## config.mk

```make
export PLATFORM = sky130hd
export DESIGN_NAME = ula_ctrl
export DESIGN_NICKNAME = d
export VERILOG_FILES = /design/src/rtl/ula_ctrl_pkg.sv /design/src/rtl/ula_ctrl_rf.sv /design/src/rtl/ula_ctrl.sv
export SDC_FILE = /design/constraint.sdc
export NUM_CORES = 1
export LEC_CHECK = 0
export BUFFER_PORTS_ARGS = -buffer_cell sky130_fd_sc_hd__buf_4
export CAP_MARGIN = 20
export CELL_PAD_IN_SITES_DETAIL_PLACEMENT = 1
export CELL_PAD_IN_SITES_GLOBAL_PLACEMENT = 1
export CORE_UTILIZATION = 30
export CTS_CLUSTER_DIAMETER = 60
export DETAILED_ROUTE_END_ITERATION = 8
export PLACE_DENSITY = 0.59
export SLEW_MARGIN = 20
export SYNTH_ARGS = -nofsm -noshare
export SYNTH_HDL_FRONTEND = slang
export SYNTH_SLANG_ARGS = --single-unit
```

## constraint.sdc

```tcl
create_clock -name clk -period 2.3 [get_ports clk]
set_input_delay 0.46 -clock clk [delete_from_list [all_inputs] [get_ports clk]]
set_output_delay 0.46 -clock clk [all_outputs]
set_load 0.02 [all_outputs]
```

## src/rtl/ula_ctrl_pkg.sv

```systemverilog
// ---------------------------------------------------------------------------
// ula_ctrl_pkg
// Shared definitions for the ULA sequencing controller:
//   - ALU operation codes OP_ADD..OP_NOT (op = {x,y,z} select lines)
//   - controller FSM state encoding
//   - instruction field positions for the default AW=2 build
//     (instr = {op[2:0], rd[1:0], ra[1:0], rb[1:0]}, 9 bits)
// Optional feature macro used by the controller: ULA_CTRL_ZFLAG_EN.
// ---------------------------------------------------------------------------
package ula_ctrl_pkg;

  localparam int DW_DEF = 4;
  localparam int AW_DEF = 2;

  localparam logic [2:0] OP_ADD = 3'b000;
  localparam logic [2:0] OP_SUB = 3'b001;
  localparam logic [2:0] OP_SHL = 3'b010;
  localparam logic [2:0] OP_SHR = 3'b011;
  localparam logic [2:0] OP_AND = 3'b100;
  localparam logic [2:0] OP_OR  = 3'b101;
  localparam logic [2:0] OP_XOR = 3'b110;
  localparam logic [2:0] OP_NOT = 3'b111;

  typedef enum logic [1:0] {
    IDLE = 2'd0,
    EXEC = 2'd1,
    DONE = 2'd2
  } state_t;

  // Instruction field LSB positions; fields are packed MSB first.
  localparam int INSTR_RB_LSB = 0;
  localparam int INSTR_RA_LSB = AW_DEF;
  localparam int INSTR_RD_LSB = 2 * AW_DEF;
  localparam int INSTR_OP_LSB = 3 * AW_DEF;

endpackage

```

## src/rtl/ula_ctrl_rf.sv

```systemverilog
// ---------------------------------------------------------------------------
// ula_ctrl_rf
// 2**AW x DW register file, one synchronous write port, two combinational
// read ports. All entries clear on asynchronous reset.
// Ports:
//   clk        in   clock, rising edge
//   rst        in   asynchronous reset, active-high
//   i_we       in   write enable
//   i_waddr    in   write address (AW)
//   i_wdata    in   write data (DW)
//   i_raddr_a  in   read address, port A (AW)
//   i_raddr_b  in   read address, port B (AW)
//   o_rdata_a  out  read data, port A (DW)
//   o_rdata_b  out  read data, port B (DW)
// ---------------------------------------------------------------------------
module ula_ctrl_rf #(
  parameter int DW = 4,
  parameter int AW = 2
) (
  input  logic          clk,
  input  logic          rst,
  input  logic          i_we,
  input  logic [AW-1:0] i_waddr,
  input  logic [DW-1:0] i_wdata,
  input  logic [AW-1:0] i_raddr_a,
  input  logic [AW-1:0] i_raddr_b,
  output logic [DW-1:0] o_rdata_a,
  output logic [DW-1:0] o_rdata_b
);

  localparam int NREG = 1 << AW;

  logic [DW-1:0] w_mem [NREG];

  // One register per entry so every entry has its own reset and decode.
  generate
    for (genvar gi = 0; gi < NREG; gi++) begin : g_ent
      logic [DW-1:0] r_q;

      always_ff @(posedge clk or posedge rst) begin
        if (rst) begin
          r_q <= '0;
        end else if (i_we && (i_waddr == AW'(gi))) begin
          r_q <= i_wdata;
        end
      end

      assign w_mem[gi] = r_q;
    end
  endgenerate

  assign o_rdata_a = w_mem[i_raddr_a];
  assign o_rdata_b = w_mem[i_raddr_b];

endmodule

```

## src/rtl/ula_ctrl.sv

```systemverilog
// ---------------------------------------------------------------------------
// ula_ctrl
// Sequencing controller for the external 4-bit, 8-op ULA. Accepts a packed
// instruction over valid/ready, drives the ULA operands/selects for one
// cycle (EXEC), writes the ULA result back into the register file, then
// pulses done. One instruction every 3 cycles.
// Optional feature: define ULA_CTRL_ZFLAG_EN to add the registered zero
// flag output zf (alu_s == 0 captured at each writeback).
// Ports:
//   clk, rst           clock (rising) / asynchronous active-high reset
//   in_valid/in_ready  instruction handshake
//   instr              {op[2:0], rd, ra, rb}
//   wr_en/wr_addr/wr_data  direct register load (honoured in IDLE only)
//   alu_a, alu_b       ULA operands (0 outside EXEC)
//   alu_x/alu_y/alu_z  ULA selects = op[2]/op[1]/op[0] (0 outside EXEC)
//   alu_s              ULA result
//   result             last written-back value
//   zf                 zero flag (ULA_CTRL_ZFLAG_EN only)
//   done               one-cycle completion pulse
// ---------------------------------------------------------------------------
module ula_ctrl
  import ula_ctrl_pkg::*;
#(
  parameter int DW = DW_DEF,
  parameter int AW = AW_DEF
) (
  input  logic                clk,
  input  logic                rst,
  input  logic                in_valid,
  output logic                in_ready,
  input  logic [3+3*AW-1:0]   instr,
  input  logic                wr_en,
  input  logic [AW-1:0]       wr_addr,
  input  logic [DW-1:0]       wr_data,
  output logic [DW-1:0]       alu_a,
  output logic [DW-1:0]       alu_b,
  output logic                alu_x,
  output logic                alu_y,
  output logic                alu_z,
  input  logic [DW-1:0]       alu_s,
  output logic [DW-1:0]       result,
`ifdef ULA_CTRL_ZFLAG_EN
  output logic                zf,
`endif
  output logic                done
);

  localparam int IW = 3 + 3 * AW;

  state_t        r_state;
  state_t        w_state_next;
  logic [IW-1:0] r_ir;
  logic [DW-1:0] r_result;

  logic [2:0]    w_op;
  logic [AW-1:0] w_rd;
  logic [AW-1:0] w_ra;
  logic [AW-1:0] w_rb;
  logic [DW-1:0] w_rdata_a;
  logic [DW-1:0] w_rdata_b;
  logic          w_accept;
  logic          w_exec;
  logic          w_load;
  logic          w_rf_we;
  logic [AW-1:0] w_rf_waddr;
  logic [DW-1:0] w_rf_wdata;

  assign w_op = r_ir[INSTR_OP_LSB +: 3];
  assign w_rd = r_ir[INSTR_RD_LSB +: AW];
  assign w_ra = r_ir[INSTR_RA_LSB +: AW];
  assign w_rb = r_ir[INSTR_RB_LSB +: AW];

  assign w_accept = in_valid && (r_state == IDLE);
  assign w_exec   = (r_state == EXEC);
  assign w_load   = wr_en && (r_state == IDLE);

  // Writeback and external load never collide: one is EXEC-only, the other
  // IDLE-only. A load coinciding with a handshake lands before EXEC reads.
  assign w_rf_we    = w_exec || w_load;
  assign w_rf_waddr = w_exec ? w_rd  : wr_addr;
  assign w_rf_wdata = w_exec ? alu_s : wr_data;

  ula_ctrl_rf #(
    .DW (DW),
    .AW (AW)
  ) u_rf (
    .clk       (clk),
    .rst       (rst),
    .i_we      (w_rf_we),
    .i_waddr   (w_rf_waddr),
    .i_wdata   (w_rf_wdata),
    .i_raddr_a (w_ra),
    .i_raddr_b (w_rb),
    .o_rdata_a (w_rdata_a),
    .o_rdata_b (w_rdata_b)
  );

  // State register
  always_ff @(posedge clk or posedge rst) begin
    if (rst) begin
      r_state <= IDLE;
    end else begin
      r_state <= w_state_next;
    end
  end

  // Next-state logic
  always_comb begin
    w_state_next = r_state;
    case (r_state)
      IDLE:    if (in_valid) w_state_next = EXEC;
      EXEC:    w_state_next = DONE;
      DONE:    w_state_next = IDLE;
      default: w_state_next = IDLE;
    endcase
  end

  // Output logic: ULA lines are quiet except while executing.
  always_comb begin
    in_ready = 1'b0;
    done     = 1'b0;
    alu_a    = '0;
    alu_b    = '0;
    alu_x    = 1'b0;
    alu_y    = 1'b0;
    alu_z    = 1'b0;
    case (r_state)
      IDLE: in_ready = 1'b1;
      EXEC: begin
        alu_a = w_rdata_a;
        alu_b = w_rdata_b;
        alu_x = w_op[2];
        alu_y = w_op[1];
        alu_z = w_op[0];
      end
      DONE:    done = 1'b1;
      default: ;
    endcase
  end

  always_ff @(posedge clk or posedge rst) begin
    if (rst) begin
      r_ir <= '0;
    end else if (w_accept) begin
      r_ir <= instr;
    end
  end

  always_ff @(posedge clk or posedge rst) begin
    if (rst) begin
      r_result <= '0;
    end else if (w_exec) begin
      r_result <= alu_s;
    end
  end

  assign result = r_result;

`ifdef ULA_CTRL_ZFLAG_EN
  logic r_zf;

  always_ff @(posedge clk or posedge rst) begin
    if (rst) begin
      r_zf <= 1'b0;
    end else if (w_exec) begin
      r_zf <= (alu_s == '0);
    end
  end

  assign zf = r_zf;
`endif

endmodule

```

# Word level (Yosys, flattened, before mapping)
# Index checks and enable logic that the tools add are counted.
# W data, S select, Z words.
dict set report word_totals {
  ff_bits 31
  output_inout_bits 17
  word_cells 43
}
dict set report classes {
  n_lt_le_gt_ge 2
  eq_ne 6
  mux 17
  bitwise_logic 2
  reduce_logical 9
}
# operator n
set ops {}
lappend ops {{$mux W4} 7}
lappend ops {{$bmux W4 S2} 2}
lappend ops {{$eq A2 B2 Y1 const B} 3}
lappend ops {{$ge A3 B3 Y1 const B} 2}
lappend ops {{$logic_and A1 B1 Y1} 6}
lappend ops {{$not A2 Y3} 2}
lappend ops {{$mux W1} 5}
lappend ops {{$eq A2 B1 Y1 const B} 2}
lappend ops {{$logic_not A2 Y1} 2}
lappend ops {{$mux W2} 2}
lappend ops {{$pmux W2 S2} 1}
lappend ops {{$ne A2 B2 Y1 const B} 1}
lappend ops {{$logic_or A1 B1 Y1} 1}

# Logic depth before layout (Yosys ltp)
# Gate-level depths: netlist (run 1).
dict set report logic_depth {
  word_depth 5
  mapped_depth 7
}

# Cells and area by module
# Synthesis (run 1) repeated with hierarchy kept, for this count alone.
dict set report unflattened {
  cells_unflattened 100
  hier_area_um2 1612.8
}
# module instances cells_per_inst area_per_inst_um2
set by_module_without_submodules {}
lappend by_module_without_submodules {ula_ctrl_rf 1 45 810.8}
lappend by_module_without_submodules {ula_ctrl 1 55 802.0}

# Worst setup path before layout (run 1)
# Ideal clock, no wire load.
dict set report synth_path {
  path_type {flip-flop to output port}
  from {register r_state[1]}
  to {output port alu_a[0]}
  arrival_time_ns 1.435
  slack_ns 0.405
  stages_incl_launch_ff 6
  path_buffers 2
  path_cell_list {dfrtp_1 -> or2b_1 -> inv_2 -> buf_6 -> clkbuf_1 -> and2_1}
}
dict set report synth_via {
  elab_chain_len 2
}
# element line
set synth_lines {}
lappend synth_lines {{from (decl)} ula_ctrl.sv:50} ;# state_t r_state;
lappend synth_lines {{from (signal assigned)} ula_ctrl.sv:103} ;# r_state <= w_state_next;
lappend synth_lines {{$eq A2 B1 Y1} ula_ctrl.sv:127} ;# case (r_state)
lappend synth_lines {{$mux W4} ula_ctrl.sv:127}
lappend synth_lines {{to (decl)} ula_ctrl.sv:35} ;# output logic [DW-1:0] alu_a,
# No other way between the ends.

# Worst setup path after layout (run 1)
dict set report layout_path {
  from {register r_state[0]}
  to {output port alu_b[0]}
}
dict set report layout_via {
  elab_chain_len 2
}
# element line
set layout_lines {}
lappend layout_lines {{$eq A2 B1 Y1} ula_ctrl.sv:127}
lappend layout_lines {{$mux W4} ula_ctrl.sv:127}
lappend layout_lines {{to (decl)} ula_ctrl.sv:36} ;# output logic [DW-1:0] alu_b,
# No other way between the ends.

==> results of run 1 <==
-- registers in the layout, indices dropped and copies added (netlist names) --
register / count
r_ir: 9
r_state: 2
result: 4
u_rf.g_ent.r_q: 16
-- cell families (layout without fill, tap and decap cells) --
group | after synthesis | count (layout)
DFF | 31 | 31
AOI/OAI and AO/OA | 4 | 4
buffers and inverters | 6 | 51
muxes | 39 | 39
and+or+nand+nor | 31 | 31
-- cell usage after synthesis --
master / number / area (um2)
or2b_1: 1 / 7.51
dfrtp_1: 31 / 776
buf_4: 1 / 7.51
buf_6: 1 / 11.3
mux2_4: 3 / 45.0
or3b_4: 1 / 11.3
nor2b_1: 1 / 6.26
a211oi_4: 1 / 20.0
mux2i_1: 1 / 10.0
nor2_1: 1 / 3.75
nand3b_1: 1 / 7.51
and2_1: 12 / 75.1
nand2b_1: 1 / 6.26
nand2_1: 13 / 48.8
inv_2: 1 / 3.75
mux4_2: 8 / 180
a211oi_2: 3 / 37.5
mux2_2: 27 / 304
clkbuf_1: 1 / 3.75
inv_1: 1 / 3.75
buf_2: 1 / 5.00
-- placed cells by master (no fill, tap or decap), drive strengths merged --
cell type / n
dfrtp: 31
a211oi: 4
nor2: 1
buf: 41
or2b: 1
inv: 2
nand2: 13
mux2: 30
nand2b: 1
nand3b: 1
clkbuf: 5
or3b: 1
mux2i: 1
mux4: 8
clkinv: 3
and2: 12
nor2b: 1
-- metrics by stage --
stage               cells  setup WS (ns)  hold slack, ns  area, um2  util, %
finish                223          0.159           0.258       2020     41.5
global route          223         0.0475           0.317       2020     41.5
CTS                   223         0.0103           0.270       2020     41.4
detailed placement    215          0.288           0.476       1940     39.7
global placement      215          0.332           0.464       1940     39.7
floorplan             111          0.405           0.472       1570        -
-- area by class of cell --
type | instances | area (um2) | share of cell area [%]
Inverter | 2 | 10.0 | 0.494
Clock inverter | 3 | 15.0 | 0.742
Tap cell | 67 | 83.8 | 4.14
Multi-Input combinational cell | 74 | 763 | 37.7
Clock buffer | 5 | 68.8 | 3.40
Timing Repair Buffer | 41 | 308 | 15.2
Sequential cell | 31 | 776 | 38.3
-- power by group --
part | switching [mW] | leakage [nW] | total (mW) | internal [mW]
logic | 0.288 | 0.486 | 0.770 | 0.482
registers | 0.187 | 0.369 | 0.945 | 0.758
clock network | 0.203 | 0.0477 | 0.410 | 0.207
-- worst max-delay path by stage --
stage	from	cells past startpoint	to	slack, ns
6_report	r_state[0]	4	alu_b[0]	0.16
5_1_grt	r_state[0]	4	alu_a[1]	0.05
4_1_cts	r_state[0]	4	alu_b[0]	0.01
3_5_place_dp	r_state[0]	4	u_rf.g_ent[2].r_q[0]	0.29
3_3_place_gp	r_state[1]	4	u_rf.g_ent[1].r_q[0]	0.33
2_1_floorplan	r_state[1]	5	alu_a[0]	0.40
-- per-layer routing --
layer | track usage (%) | wire length (um) | vias to the layer above
li1 | - | - | 483
met1 | 16.9 | 1500 | 547
met2 | 25.3 | 1850 | 23
met3 | 3.39 | 122 | 7
met4 | 6.29 | 72 | 0
met5 | 0 | 0 | -
-- worst reg2reg max path: stages, from the launching register on --
cell,delay (ns)
dfrtp_1,0.49
or2b_1,0.37
inv_4,0.23
mux2_2,0.41
mux2_2,0.27
-- repair_timing --
| item | 4_1_cts | 5_1_grt |
|---|---|---|
| endpoints found under the setup margin | 0 | 11 |
| resized for setup | 0 | 2 |
| hold buffers | 0 | 0 |
==> summary.txt, run 1 <==
Delay-heaviest family, CP = simple AND/OR/NAND/NOR gates
Via count = 1,060
Vias/cell = 4.75
Worst-Margin Slew = 0.565 ns
DP HPWL = 2720 um
Crit path max-delay cell type = dfrtp_1
Row Count = 25
Die Y = 74.4 um
Initial antenna violation count = 0
PD cells = 1050 nW/um2
Pin count of the biggest net entering global routing = 32
Drt drc = 0
Crit-path cells = or2b_1 > inv_4 > and2_1 > buf_4
Setup tns final = 0 ns
Netlist Area Pre-Place = 1570 um2
Bufs on Longest Clock Path = 2
R2r worst-path depth = 4
Yosys reg bits = 31
Area share of fa/ha/maj cells after synthesis = 0%
Total GRT Usage = 14.5%
Post-synthesis sequential area ratio = 49.3%
Iteration-0 DRC Markers = 17
Initial Util = 32.3%
Area grow syn2layout = 28.6%
GRT overflow = 0
Mux cell area share after synthesis = 34.3%
Critical path class = reg -> out
FF-to-FF End = u_rf.g_ent[2].r_q[0]
Tcrit/Tclk final = 93.1%
Post-Synth Simple-Gate Area = 10.6%
Clk sink count = 31
Overall power = 2.12 mW
Syn_nets = 134
Slew Limit Headroom = 62.2%
Via count of the first global-routing pass = 1,178
Count of final hold-check violations = 0
Clock root buffer = clkbuf_8
Yosys cell types = 21
Port Buf Inserts = 39
Critical Path Source Type = flop
Syn Inst Count = 111
Max H-tree Level = 2
Crit path buf inv count = 2
Drt total wl = 3540 um
Largest family of logic cells by synthesized area = multiplexers
Post-DR wirelength/cell = 15.9 um
TritonCTS Buffers = 5
Finish-stage setup viols = 0
Outcome = completed
RR Startpoint = r_state[0]
Critical path's largest stage delay = 0.49 ns
Crit Path Max Fanout = 20
Critical path required time = 1.84 ns
Fillers = 545
Number of detailed-route iterations in the first pass = 3
Nets = 178
Max Cap Viol = 0
Yosys warns = 0
Ant diodes = 0
Die ar. = 5540 um2
Die Width = 74.4 um
Core area = 4880 um2
Clock Pin Slew Worst Setup and Hold Paths = 0.07 ns
Post-layout min period = 2.14 ns
HP Class = in -> async
CP arrival = 1.68 ns
Xor and xnor area share after synthesis = 0%
RSZ-0062 raised after global routing = no
Slew Limit Fails = 0
First-pass GRT wire length = 5730 um
Ratio of cells with drive above 1 in the final layout = 59.6%
Setup Buffers After CTS = 0
Setup Skew = 0.00421 ns
I/O pin cnt = 40
Clk_lat worst skew = 0.28 ns
Leakage = 0.902 nW
GPL Wtd Cong = 0.688
Fmax achieved = 467 MHz
VDD IR max = 0.433 mV
Critical path endpoint category = output port
Reg2reg setup slack = 0.41 ns
Synth Area in Compound Gates = 3.66%
CTS tree = yes
Antenna Nets Post-Route = 0
Syn Area/Cell = 14.2 um2
Note: power is estimated with default switching activity, not from simulation.
==> inputs of run 2 (changes only) <==
--- a/config.mk
+++ b/config.mk
@@ -9,11 +9,10 @@
 export CAP_MARGIN = 20
 export CELL_PAD_IN_SITES_DETAIL_PLACEMENT = 1
 export CELL_PAD_IN_SITES_GLOBAL_PLACEMENT = 1
-export CORE_UTILIZATION = 30
+export CORE_UTILIZATION = 42
 export CTS_CLUSTER_DIAMETER = 60
 export DETAILED_ROUTE_END_ITERATION = 8
-export PLACE_DENSITY = 0.59
-export SLEW_MARGIN = 20
+export PLACE_DENSITY = 0.79
 export SYNTH_ARGS = -nofsm -noshare
 export SYNTH_HDL_FRONTEND = slang
 export SYNTH_SLANG_ARGS = --single-unit
==> run 2 against run 1 <==
Compared with the run above:
- register-to-register slack better by 0.02 ns
- critical path type unchanged
- sequential power hardly changed
- die area is 28% lower
- global-route usage is 6.0 points higher
- worst setup slack worse by 0.017 ns
- via count is 0.57% lower
- hold slack worse by 0.0054 ns
- total power is 7.2% higher
- final area stayed put
- clock skew is 0.0049 ns higher
- non-clock buffer count is 1 lower
- highest routed layer unchanged
==> summary.txt, run 2 (synthesis gave the netlist of run 1 again) <==
Setup Buffers After CTS = 0
Post-DR wirelength/cell = 17.4 um
Max Cap Viol = 0
Outcome = completed
Worst setup margin = 0.143 ns
TritonCTS Buffers = 5
Total GRT Usage = 20.5%
Setup tns final = 0 ns
Int Power = 1.59 mW
Nets = 177
Drt drc = 0
Clk_lat worst skew = 0.28 ns
Ant diodes = 0
Max reg flops = 16
HP Class = in -> async
Slew Limit Headroom = 64.2%
Biggest register = u_rf.g_ent.r_q
Finished Layout Cells = 201
Vias/cell = 5.24
VDD IR max = 0.722 mV
Setup Skew = 0.00913 ns
Crit Path Max Fanout = 5
Antenna Nets Post-Route = 0
Core area = 3470 um2
Bufs on Longest Clock Path = 2
Initial antenna violation count = 0
Pin count of the biggest net entering global routing = 32
Clock Power Share = 24.5%
Final core occ = 58.4%
GRT overflow = 0
Area grow syn2layout = 28.6%
Iteration-0 DRC Markers = 10
Clock root buffer = clkbuf_8
Via count of the first global-routing pass = 1,181
Ratio of cells with drive above 1 in the final layout = 59.4%
Drt total wl = 3490 um
CP arrival = 1.70 ns
Critical path required time = 1.84 ns
CTS tree = yes
Port Buf Inserts = 39
Dpl cells = 193
Register area = 776 um2
Die Y = 63.2 um
Fmax achieved = 464 MHz
I/O pin cnt = 40
Place WS = 0.376 ns
PostCTS Resize Cnt = 0
Seq pwr share = 41.4%
Initial Util = 45.4%
PD cells = 1130 nW/um2
Fillers = 357
Post-layout min period = 2.16 ns
Max H-tree Level = 2
Die Width = 63.2 um
Row Count = 21
First-pass GRT wire length = 5980 um
Comb power frac = 34.1%
Critical Path Source Type = flop
Final hold slack = 0.253 ns
Most frequent cells in the layout = buf_4, dfrtp_1, mux2_2, nand2_1, and2_1
Slew Limit Fails = 0
Clk sink count = 31
DP HPWL = 2570 um
Finish-stage setup viols = 0
Number of detailed-route iterations in the first pass = 4
Critical path endpoint category = output port
Clock Pin Slew Worst Setup and Hold Paths = 0.07 ns
Leakage = 0.910 nW
Sw Ratio = 30.3%
Count of final hold-check violations = 0
CTS Hold Buffers Added = 0
Worst-Margin Slew = 0.535 ns
Switching power = 0.690 mW
Multi-input logic area = 763 um2
Critical path class = reg -> out
GPL Wtd Cong = 0.734
Die ar. = 4000 um2
Commonest non-fill, non-tap cell in the layout = buf_4
Tcrit/Tclk final = 93.8%
Via count = 1,054
RSZ-0062 raised after global routing = no
[run 2: cell types whose count changed in the layout (fill, tap and decap cells not counted)]
cell	change
clkinv_2	-2
buf_4	-1
bufinv_16	+1
clkbuf_8	+1
[run 2: per-layer routing]
layer / GRT usage [%] / vias up / part of all wire [%]
met3: 3.99 / 4 / 3.7
met4: 7.95 / 0 / 0.89
met2: 34.9 / 26 / 52
li1: - / 482 / -
met1: 25.6 / 542 / 43
met5: 0 / - / 0
[run 2: power groups by stage]
stage | Combinational, mW | Sequential (mW) | Clock (mW)
floorplan | 0.558 | 0.913 | 0
global placement | 0.752 | 0.932 | 0
detailed placement | 0.779 | 0.958 | 0
CTS | 0.787 | 0.949 | 0.563
global route | 0.836 | 0.981 | 0.590
finish | 0.776 | 0.944 | 0.558
[run 2: critical path, stage by stage, from the launching register on]
cell and delay, ns:
dfrtp_1 0.54, mux4_2 0.55, and2_1 0.17, buf_4 0.15
[run 2: final cells by class]
class | instances | share of cell area (%)
inverter | 2 | 0.494
sequential | 31 | 38.3
timing repair buffer | 40 | 14.8
clock inverter | 2 | 1.73
clock buffer | 6 | 4.08
tap | 46 | 2.84
multi-input combinational | 74 | 37.7
[run 2: per-stage QoR]
| stage | total power [mW] | area, um2 |
|---|---|---|
| after floorplan | 1.47 | 1570 |
| after global placement | 1.68 | 1900 |
| after detailed placement | 1.74 | 1900 |
| after CTS | 2.30 | 2020 |
| after global routing | 2.41 | 2020 |
| final | 2.28 | 2020 |
[run 2: final timing paths]
kind | from | endpoint | slack, ns | cells after the start
min in group clk | alu_s[2] | result[2] | 0.38 | 3
max in group asynchronous | rst | u_rf.g_ent[2].r_q[3] | 1.76 | 3
setup / recovery | r_ir[1] | alu_b[3] | 0.14 | 3
hold / removal | rst | result[1] | 0.25 | 3
hold reg to reg | result[2] | result[2] | 0.48 | 2
setup reg to reg | r_state[0] | u_rf.g_ent[2].r_q[0] | 0.43 | 4
==> inputs of run 3 (changes only) <==
--- a/config.mk
+++ b/config.mk
@@ -5,11 +5,12 @@
 export SDC_FILE = /design/constraint.sdc
 export NUM_CORES = 1
 export LEC_CHECK = 0
+export ABC_AREA = 1
 export BUFFER_PORTS_ARGS = -buffer_cell sky130_fd_sc_hd__buf_4
 export CAP_MARGIN = 20
 export CELL_PAD_IN_SITES_DETAIL_PLACEMENT = 1
 export CELL_PAD_IN_SITES_GLOBAL_PLACEMENT = 1
-export CORE_UTILIZATION = 42
+export CORE_UTILIZATION = 39
 export CTS_CLUSTER_DIAMETER = 60
 export DETAILED_ROUTE_END_ITERATION = 8
 export PLACE_DENSITY = 0.79
==> run 3 against run 2 <==
Compared with the run above:
- via count increased by 43%
- worst setup slack better by 0.19 ns
- fmax rose by 9.8%
- count of clock-buffer cells in the layout unchanged
- sequential share of layout area is 2.2 points lower
- combinational power shrank 0.5%
- synthesized area rose by 11%
- final cell count rose by 52%
- non-clock buffer count unchanged
- largest cell class is now multi-input combinational cells
- largest power group unchanged
==> summary.txt, run 3 <==
First-pass GRT wire length = 6870 um
Syn Area/Cell = 8.04 um2
Reg2reg setup slack = 0.78 ns
GRT overflow = 0
Antenna Nets Post-Route = 0
Via count = 1,506
GPL Wtd Cong = 0.770
Synth top area share = 44.4%
Instance area at placement = 2030 um2
Overall power = 2.28 mW
Die Y = 68.9 um
PD cells = 1060 nW/um2
Die ar. = 4750 um2
Biggest register = u_rf.g_ent.r_q
Synth async-reset ratio = 100%
Dominant cells by area after synthesis = dfrtp_1, nand2_1, nand2_2, nand3_1, a21oi_1
Post-layout min period = 1.96 ns
VDD IR max = 0.404 mV
Vias/cell = 4.94
DP HPWL = 3170 um
Critical path required time = 1.84 ns
Worst-Margin Slew = 0.499 ns
PostCTS Resize Cnt = 0
RSZ-0062 raised after global routing = no
Iteration-0 DRC Markers = 51
Syn Inst Count = 217
Netlist Area Pre-Place = 1750 um2
Commonest non-fill, non-tap cell in the layout = nand2_1
Via count of the first global-routing pass = 1,436
Critical path endpoint category = output port
Clock root buffer = clkbuf_8
Post-synthesis sequential area ratio = 44.4%
Critical Path Source Type = flop
Ratio of cells with drive above 1 in the final layout = 31.0%
Crit path max-delay cell type = dfrtp_1
Core area = 4140 um2
Syn_nets = 240
Post-synth EDFFs = 0
Bufs on Longest Clock Path = 2
Yosys warns = 0
Setup tns final = 0 ns
Outcome = completed
Final core occ = 51.8%
Setup Skew = 0.00576 ns
Critical path's largest stage delay = 0.66 ns
Total GRT Usage = 20.0%
Setup Buffers After CTS = 0
Number of detailed-route iterations in the first pass = 4
Post-DR wirelength/cell = 13.9 um
Max Cap Viol = 0
Port Buf Inserts = 39
Area grow syn2layout = 22.9%
Die Width = 68.9 um
Most frequent cells in the layout = nand2_1, buf_4, dfrtp_1, nand3_1, a21oi_1
Crit Path Max Fanout = 24
Slew Limit Fails = 0
Place WS = 0.649 ns
Crit path buf inv count = 1
Synth Flop Type = dfrtp_1
Yosys reg bits = 31
Drt total wl = 4250 um
Row Count = 23
CTS Hold Buffers Added = 0
Clock Pin Slew Worst Setup and Hold Paths = 0.07 ns
TritonCTS Buffers = 5
Tcrit/Tclk final = 85.4%
Worst setup margin = 0.336 ns
Critical path class = reg -> out
Clk sink count = 31
Drt drc = 0
Max H-tree Level = 2
Nets = 277
Initial Util = 42.1%
Top post-synthesis cells by count = nand2_1, dfrtp_1, nand3_1, a21oi_1
Pin count of the biggest net entering global routing = 32
Most frequent cell after synthesis = nand2_1
Yosys cell types = 22
Fmax achieved = 509 MHz
Delay-heaviest family, CP = flip-flops
Fillers = 529
Clk_lat worst skew = 0.29 ns
Max reg flops = 16
Leakage = 1.11 nW
Initial antenna violation count = 0
Slew Limit Headroom = 66.8%
Final instance area = 2150 um2
HP Class = in -> async
I/O pin cnt = 40
Count of final hold-check violations = 0
Yosys top cell by area = dfrtp_1
CTS tree = yes
Crit-path cells = nand2_8 > a21oi_1 > buf_4
Finish-stage setup viols = 0
Ant diodes = 0
CP arrival = 1.50 ns
## run 3: cells by family (layout without fill, tap and decap cells)
group                  after synthesis  count (layout)  share of synthesized area [%]
buffers and inverters               29              67                           8.82
flip-flops                          31              31                           44.4
AO/OA/AOI/OAI                       37              37                           12.4
AND/OR/NAND/NOR                    120             120                           34.3
## run 3: power breakdown
part | internal, mW | switching [mW] | leakage, nW
logic | 0.307 | 0.464 | 0.661
registers | 0.748 | 0.196 | 0.384
clock network | 0.350 | 0.211 | 0.0612
## run 3: metrics by stage
stage	hold slack, ns	cells
3_3_place_gp	0.464	297
6_report	0.262	305
3_5_place_dp	0.475	297
5_1_grt	0.304	305
4_1_cts	0.277	305
2_1_floorplan	0.449	217
## run 3: area by class of cell
class / count / area, um2 / share of cell area [%]
clock inverters: 2 / 35.0 / 1.63
inverters: 19 / 73.8 / 3.44
repair buffers: 40 / 300 / 14.0
well taps: 50 / 62.6 / 2.92
multi-input cells: 157 / 816 / 38.0
flip-flops and latches: 31 / 776 / 36.2
clock buffers: 6 / 82.6 / 3.85
## run 3: per-layer routing
metal / GRT usage, % / wire length, um / vias to the layer above
met1: 27.2 / 2120 / 695
met5: 0 / 0 / -
met4: 6.12 / 46 / 0
met3: 3.95 / 128 / 7
met2: 32.0 / 1950 / 29
li1: - / - / 775
## run 3: path summary, 6_finish.rpt
path / to / from / cells after the start
min in group clk: r_ir[1] / instr[1] / 3
worst max-delay path: alu_a[3] / r_state[0] / 3
worst min-delay path: r_ir[7] / rst / 3
max in group asynchronous: u_rf.g_ent[1].r_q[3] / rst / 3
worst min register to register: u_rf.g_ent[1].r_q[2] / u_rf.g_ent[1].r_q[2] / 2
worst max register to register: u_rf.g_ent[0].r_q[1] / r_state[0] / 6
## run 3: tightest hold or removal path, cell delays in order
cell and delay (ns):
buf_4 0.10, inv_1 0.04, buf_4 0.36
